**config.mk**
```make
export PLATFORM = sky130hd
export DESIGN_NAME = dda_tracer
export DESIGN_NICKNAME = d
export VERILOG_FILES = /design/src/rtl/dda_tracer.sv
export SDC_FILE = /design/constraint.sdc
export NUM_CORES = 2
export LEC_CHECK = 0
export CELL_PAD_IN_SITES_DETAIL_PLACEMENT = 0
export CELL_PAD_IN_SITES_GLOBAL_PLACEMENT = 1
export CORE_AREA = 2 2 466 468
export CTS_CLUSTER_DIAMETER = 100
export DETAILED_ROUTE_END_ITERATION = 8
export DIE_AREA = 0 0 468 470
export PLACE_DENSITY_LB_ADDON = 0.1
export SLEW_MARGIN = 5
export SYNTH_ARGS = -nofsm -noshare
export SYNTH_HDL_FRONTEND = slang
export SYNTH_SLANG_ARGS = --single-unit
```
**constraint.sdc**
```tcl
create_clock -name clk -period 109.9 [get_ports clk]
set_input_delay 32.97 -clock clk [delete_from_list [all_inputs] [get_ports clk]]
set_output_delay 32.97 -clock clk [all_outputs]
set_load 0.02 [all_outputs]
```
**src/rtl/dda_tracer.sv**
```systemverilog
// DDA raycaster: one frame of {column, side, height} records per start request.
// Define DDA_TRACER_WALLID_EN to add the wall_id output (map value of the hit cell).
module dda_tracer #(
  parameter int QM         = 6,
  parameter int QN         = 10,
  parameter int COLS       = 640,
  parameter int TRACE_COLS = 512,
  parameter int MAP_BITS   = 4,
  parameter int HEIGHT_MAX = 240,
  parameter int MAX_STEPS  = 32,
  localparam int W  = QM + QN,
  localparam int CW = $clog2(COLS)
) (
  input  logic                clk,
  input  logic                reset,
  input  logic                start,
  input  logic [W-1:0]        player_x,
  input  logic [W-1:0]        player_y,
  input  logic [W-1:0]        facing_x,
  input  logic [W-1:0]        facing_y,
  input  logic [W-1:0]        vplane_x,
  input  logic [W-1:0]        vplane_y,
  output logic                busy,
  output logic                done,
  output logic                out_valid,
  input  logic                out_ready,
  output logic [CW-1:0]       column,
  output logic                side,
  output logic [7:0]          height,
  output logic [MAP_BITS-1:0] map_col,
  output logic [MAP_BITS-1:0] map_row,
  input  logic [1:0]          map_val
`ifdef DDA_TRACER_WALLID_EN
  ,
  output logic [1:0]          wall_id
`endif
);

  localparam int MARGIN = (COLS - TRACE_COLS) / 2;
  localparam int TSH    = $clog2(TRACE_COLS) - 1;
  localparam int SW     = $clog2(MAX_STEPS + 1);
  localparam int TW     = W + SW + 1;
  localparam logic [W-1:0]        MAXPOS      = {1'b0, {(W-1){1'b1}}};
  localparam logic [W-1:0]        ONE         = W'(1) << QN;
  localparam logic [2*W:0]        ONE2        = (2*W+1)'(1) << (2*QN);
  localparam logic [CW-1:0]       LAST_LCLEAR = CW'(MARGIN - 1);
  localparam logic [CW-1:0]       LAST_TRACE  = CW'(MARGIN + TRACE_COLS - 1);
  localparam logic [CW-1:0]       LAST_COL    = CW'(COLS - 1);
  localparam logic [MAP_BITS-1:0] MAP_MAX     = '1;
  localparam logic [SW-1:0]       STEP_LIMIT  = SW'(MAX_STEPS);

  typedef enum logic [2:0] {IDLE, LCLEAR, INIT, STEP, CHECK, EMIT, RCLEAR, FINISH} stateT;
  stateT state, nextState;

  logic [W-1:0]          px, py, distX, distY;
  logic signed [W-1:0]   rayX, rayY, incX, incY;
  logic [TW-1:0]         trackX, trackY;
  logic                  blkX, blkY, wrapped;
  logic [SW-1:0]         stepCnt;
  logic [MAP_BITS-1:0]   mapX, mapY;
  logic [CW-1:0]         colReg;
  logic                  sideReg, outValid, busyReg, doneReg;
  logic [7:0]            heightReg;

  logic [W-1:0]          absX, absY, recipX, recipY, fracX, fracY, partialX, partialY;
  logic [2*W-1:0]        prodX, prodY;
  logic [TW-1:0]         trackInitX, trackInitY, hitDiff;
  logic                  blkInitX, blkInitY, stepX, accept, hitNow, missNow;
  logic [W-1:0]          hitDist, recipDist;
  logic [W+7:0]          heightProd;
  logic [7:0]            heightCalc;

  // Rounded 1/a in the same fixed-point format, saturating at the largest positive value.
  function automatic logic [W-1:0] recip(input logic [W-1:0] a);
    logic [2*W:0] q;
    if (a == '0) return MAXPOS;
    q = (ONE2 + (2*W+1)'(a >> 1)) / (2*W+1)'(a);
    return (q > (2*W+1)'(MAXPOS)) ? MAXPOS : q[W-1:0];
  endfunction

  assign accept = outValid && out_ready;

  always_comb begin
    absX       = rayX[W-1] ? W'(-rayX) : W'(rayX);
    absY       = rayY[W-1] ? W'(-rayY) : W'(rayY);
    recipX     = recip(absX);
    recipY     = recip(absY);
    fracX      = {{QM{1'b0}}, px[QN-1:0]};
    fracY      = {{QM{1'b0}}, py[QN-1:0]};
    partialX   = (rayX[W-1] || rayX == '0) ? fracX : ONE - fracX;
    partialY   = (rayY[W-1] || rayY == '0) ? fracY : ONE - fracY;
    prodX      = (2*W)'(recipX) * (2*W)'(partialX);
    prodY      = (2*W)'(recipY) * (2*W)'(partialY);
    trackInitX = TW'(W'(prodX >> QN));
    trackInitY = TW'(W'(prodY >> QN));
    blkInitX   = (recipX == MAXPOS) || recipX[W-2];
    blkInitY   = (recipY == MAXPOS) || recipY[W-2];
    stepX      = blkY || (!blkX && (trackX < trackY));
    // track has already been advanced past the hit face, so back off one step
    hitDiff    = sideReg ? (trackY - TW'(distY)) : (trackX - TW'(distX));
    hitDist    = (hitDiff > TW'(MAXPOS)) ? MAXPOS : W'(hitDiff);
    recipDist  = recip(hitDist);
    heightProd = (W+8)'(HEIGHT_MAX) * (W+8)'(recipDist);
    heightCalc = (recipDist > ONE) ? 8'(HEIGHT_MAX) : 8'(heightProd >> QN);
    hitNow     = (state == CHECK) && !wrapped && (map_val != 2'd0);
    missNow    = (state == CHECK) && (wrapped || (map_val == 2'd0 && stepCnt == STEP_LIMIT));
  end

  always_ff @(posedge clk) begin
    if (reset) state <= IDLE;
    else       state <= nextState;
  end

  always_comb begin
    nextState = state;
    case (state)
      IDLE:   if (start) nextState = (MARGIN == 0) ? INIT : LCLEAR;
      LCLEAR: if (accept && colReg == LAST_LCLEAR) nextState = INIT;
      INIT:   nextState = (blkInitX && blkInitY) ? EMIT : STEP;
      STEP:   nextState = CHECK;
      CHECK:  nextState = (hitNow || missNow) ? EMIT : STEP;
      EMIT:   if (accept) begin
                if (colReg == LAST_TRACE) nextState = (MARGIN == 0) ? FINISH : RCLEAR;
                else                      nextState = INIT;
              end
      RCLEAR: if (accept && colReg == LAST_COL) nextState = FINISH;
      FINISH: nextState = IDLE;
      default: nextState = IDLE;
    endcase
  end

  // Datapath: vector latching, DDA stepping and the registered output record.
  always_ff @(posedge clk) begin
    if (reset) begin
      outValid <= 1'b0; busyReg <= 1'b0; doneReg <= 1'b0;
      colReg <= '0; sideReg <= 1'b0; heightReg <= '0;
      mapX <= '0; mapY <= '0; stepCnt <= '0; wrapped <= 1'b0;
      px <= '0; py <= '0; rayX <= '0; rayY <= '0; incX <= '0; incY <= '0;
      trackX <= '0; trackY <= '0; distX <= '0; distY <= '0; blkX <= 1'b0; blkY <= 1'b0;
    end else begin
      doneReg <= 1'b0;
      case (state)
        IDLE: if (start) begin
          px <= player_x;
          py <= player_y;
          rayX <= $signed(facing_x) - $signed(vplane_x);
          rayY <= $signed(facing_y) - $signed(vplane_y);
          incX <= $signed(vplane_x) >>> TSH;
          incY <= $signed(vplane_y) >>> TSH;
          colReg <= '0;
          busyReg <= 1'b1;
          sideReg <= 1'b0;
          heightReg <= '0;
          outValid <= (MARGIN != 0);
        end
        LCLEAR: if (accept) begin
          if (colReg == LAST_LCLEAR) outValid <= 1'b0;
          colReg <= colReg + CW'(1);
        end
        INIT: begin
          mapX <= MAP_BITS'(px >> QN);
          mapY <= MAP_BITS'(py >> QN);
          trackX <= trackInitX;
          trackY <= trackInitY;
          distX <= recipX;
          distY <= recipY;
          blkX <= blkInitX;
          blkY <= blkInitY;
          stepCnt <= '0;
          wrapped <= 1'b0;
          if (blkInitX && blkInitY) begin
            heightReg <= '0;
            outValid <= 1'b1;
          end
        end
        STEP: begin
          if (stepX) begin
            mapX <= rayX[W-1] ? mapX - MAP_BITS'(1) : mapX + MAP_BITS'(1);
            wrapped <= rayX[W-1] ? (mapX == '0) : (mapX == MAP_MAX);
            trackX <= trackX + TW'(distX);
            sideReg <= 1'b0;
          end else begin
            mapY <= rayY[W-1] ? mapY - MAP_BITS'(1) : mapY + MAP_BITS'(1);
            wrapped <= rayY[W-1] ? (mapY == '0) : (mapY == MAP_MAX);
            trackY <= trackY + TW'(distY);
            sideReg <= 1'b1;
          end
          stepCnt <= stepCnt + SW'(1);
        end
        CHECK: begin
          if (missNow) begin
            heightReg <= '0;
            outValid <= 1'b1;
          end else if (hitNow) begin
            heightReg <= heightCalc;
            outValid <= 1'b1;
          end
        end
        EMIT: if (accept) begin
          colReg <= colReg + CW'(1);
          if (colReg == LAST_TRACE) begin
            if (MARGIN == 0) begin
              outValid <= 1'b0;
              doneReg <= 1'b1;
            end else begin
              heightReg <= '0;
              sideReg <= 1'b0;
            end
          end else begin
            outValid <= 1'b0;
            rayX <= rayX + incX;
            rayY <= rayY + incY;
          end
        end
        RCLEAR: if (accept) begin
          if (colReg == LAST_COL) begin
            outValid <= 1'b0;
            doneReg <= 1'b1;
          end else begin
            colReg <= colReg + CW'(1);
          end
        end
        FINISH: busyReg <= 1'b0;
        default: ;
      endcase
    end
  end

`ifdef DDA_TRACER_WALLID_EN
  logic [1:0] wallId;

  // Holds the hit cell value with its record; any other record carries 0.
  always_ff @(posedge clk) begin
    if (reset)                                        wallId <= 2'd0;
    else if (state == CHECK)                          wallId <= wrapped ? 2'd0 : map_val;
    else if (accept || state == IDLE || state == INIT) wallId <= 2'd0;
  end

  assign wall_id = wallId;
`endif

  assign busy      = busyReg;
  assign done      = doneReg;
  assign out_valid = outValid;
  assign column    = colReg;
  assign side      = sideReg;
  assign height    = heightReg;
  assign map_col   = mapX;
  assign map_row   = mapY;

endmodule

```
==> metrics.md <==
| Metric | Value |
|---|---|
| Worst path most repeated cell | o21a_1 |
| CP Class | flop to flop |
| GRT Util Overall | 0.2962 |
| Clk slew on worst S/H paths | 90 ps |
| Placement Cell Area | 0.1065 mm^2 |
| Share of cells above drive strength 1 | 0.1245 |
| Final Net Count | 16120 |
| Detail Route Antenna Nets | 0 |
| Area Growth Syn to Fin | 13.06% |
| Total wire length | 337.9 mm |
| GPL Wtd Cong | 0.9380 |
| Synth Area in Compound Gates | 0.2897 |
| Fin. max-slew vios | 0 |
| CTS tree | done |
| Mean Syn Cell Area | 7.146 um^2 |
| H-tree depth | 4 |
| Crit share post-route | 0.9442 |
| Clock Skews | 28.04 ps |
| Vias per std cell | 6.051 |
| Initial antenna violation count | 6 |
| CP required | 110300 ps |
| Total CTS buffers | 17 |
| Synth Flop Type | dfxtp_1 |
| Post-synth top cells | 1586 x ha_1, 1342 x nor2_1, 1322 x nand2_1, 864 x a21oi_1, 819 x nor3_1 |
| Clock buffer depth | 2 |
| Initial Utilization | 0.4459 |
| Run status | finished, final reports clean |
| Area of the mapped netlist | 0.09617 mm^2 |
| Arrival @ worst endpoint | 104160 ps |
| Count of input and output buffers | 127 |
| Placement row count | 171 |
| Post-synthesis cell count | 13460 |
| CP peak stage delay | 610 ps |
| Worst slew margin | 0.1518 |
| Pin count of the biggest net entering global routing | 78 |
| CP Launch Type | flop |
| Max frequency | 0.009637 GHz |
| First-pass GRT wire length | 535.6 mm |
| Die Span Y | 470 um |
| Most frequent cell after synthesis | ha_1 |
| Post-Synth Simple-Gate Area | 0.2551 |
| Finished Cell Area | 0.1087 mm^2 |
| Post-DP HPWL | 275.9 mm |
| Largest area contributor in the netlist | ha_1 |
| Pre-CTS setup slack | -95.33 ps |
| CP max FO | 12 |
| Slew at the pin closest to its max-slew limit | 1268 ps |
| Crit path time final | 103770 ps |
| Final setup fails | 0 |
| Worst skew pair latency | 520 ps |
| DR DRC count | 0 |
| Class of the worst hold path | flop to flop |
| Final Util | 0.5042 |
| Max Cap Viol | 0 |
| Crit-path slowest cell | fa_1 |
| Die area | 0.2200 mm^2 |
| Synth warn | 0 |
| First-pass detailed-route iteration total | 6 |
| Synth unique cells | 126 |
| Sequential area share after synthesis | 0.04080 |
| Vias in the first global route | 100100 |
| Placeable Area | 0.2157 mm^2 |
| Post-synthesis xor/xnor area fraction | 0.06111 |
| Die width | 468 um |
| Grt total ovfl | 0 |
| Worst Setup End Kind | flop |
| Drt initial violations | 6388 |
| Final Hold Viols | 0 |
| # IOs | 132 |
| # hold bufs at CTS | 0 |
| Seq cells post-synth | 196 |
| Post-DR wirelength/cell | 19.85 um |
| Setup ws final | 6133 ps |
| Asr flop ratio synth | 0 |
| Vias | 103000 |
| Fillcell total | 21620 |
| Top cell type's share of synthesized area | 0.2063 |
| Root Driver | clkbuf_16 |
| CTS sink cnt | 196 |
| EDFF count, synth | 0 |
| Area contributors post-synth | ha_1 21%, fa_1 5.7%, o21a_1 5.7% |
| Largest family of logic cells by synthesized area | compound AO/OA/AOI/OAI gates |
| Adder-cell share of the synthesized area | 0.2640 |
| Multiplexer share of the synthesized area | 0.04244 |
## layer usage
layer / vias up / routed length (um) / global-route usage
met5: - / 0 / 0
met4: 0 / 13580 / 0.1073
met3: 423 / 11180 / 0.01496
met2: 2118 / 158100 / 0.5111
met1: 49350 / 155100 / 0.3883
li1: 51140 / - / -
## worst max-delay path, delay by kind of cell, from the launching register on
family                   cells  cell delay (ps)
AO/OA/AOI/OAI              353            66320
AND/OR/NAND/NOR            104            18380
adder cells (fa/ha/maj)     34            10110
buffers and inverters       36             5040
multiplexers                11             3070
flip-flops                   1              440
XOR/XNOR                     1              100
## cell type report
class / count / area, um^2 / area share
Sequential cell: 196 / 3928 / 0.03612
Timing Repair Buffer: 1014 / 7979 / 0.07338
Clock inverter: 15 / 212.7 / 0.001956
Tap cell: 2854 / 3571 / 0.03284
Inverter: 763 / 2864 / 0.02634
Antenna cell: 1 / 2.502 / 0.00002301
Clock buffer: 17 / 425.4 / 0.003912
Multi-Input combinational cell: 12170 / 89760 / 0.8254
## cells by family (layout without fill, tap and decap cells)
group | Yosys count | in the layout
fa+ha+maj | 1864 | 1864
compound gates | 4066 | 4066
other cells | 2 | 92
xor+xnor | 671 | 671
flops | 196 | 196
simple gates | 5099 | 5101
buf+inv | 1187 | 1809
mux | 374 | 374
## placed cells by master, fill, tap and decap left out, types with 180 or more instances in the layout
cell,synthesis,routed
xor2_1,245,240
o31ai_1,366,357
ha_1,1586,1585
nand2_1,1322,1307
fa_1,276,276
nor3_1,819,804
a21o_1,295,293
inv_1,756,756
mux2_2,264,264
or2_2,180,180
buf_4,1,879
nand3_1,257,250
o21a_1,730,728
nor2_1,1342,1305
o21ai_0,556,527
a21oi_1,864,835
xnor2_1,426,417
dfxtp_1,196,193
## repair_timing
item,4_1_cts,5_1_grt
setup endpoints to repair,13,42
gates resized for setup,3,284
pin swaps,1,41
buffers inserted,0,56
cloned,1,1
hold endpoints to repair,0,0
## per-stage QoR
stage / hold WS (ps) / TNS, ps / std cells
after floorplan: 436.3 / 0 / 13550
after global placement: 442.9 / 0 / 16940
after detailed placement: 457.6 / -340.1 / 16940
after CTS: 470.7 / 0 / 16970
after global routing: 482.7 / -476.3 / 17030
final: 470.1 / 0 / 17030
## final timing paths
check,startpoint,end,slack (ps),depth (start not counted)
setup / recovery,distY[1],height[7],6130,539
setup reg to reg,distY[1],height[7],6130,539
hold / removal,py[13],py[13],470,2
hold reg to reg,py[13],py[13],470,2
## registers in the layout (all words and copies together) (netlist names)
signal,cells
state,3
done,1
px,14
incX,8
distY,16
busy,1
map_row,4
distX,16
column,10
py,14
wrapped,1
side,1
trackY,23
out_valid,1
height,8
blkX,1
rayX,16
stepCnt,6
rayY,16
incY,8
map_col,4
trackX,23
blkY,1
Power is not shown: default switching activity piles up to over one toggle a cycle in this logic, so the estimate is an artifact.
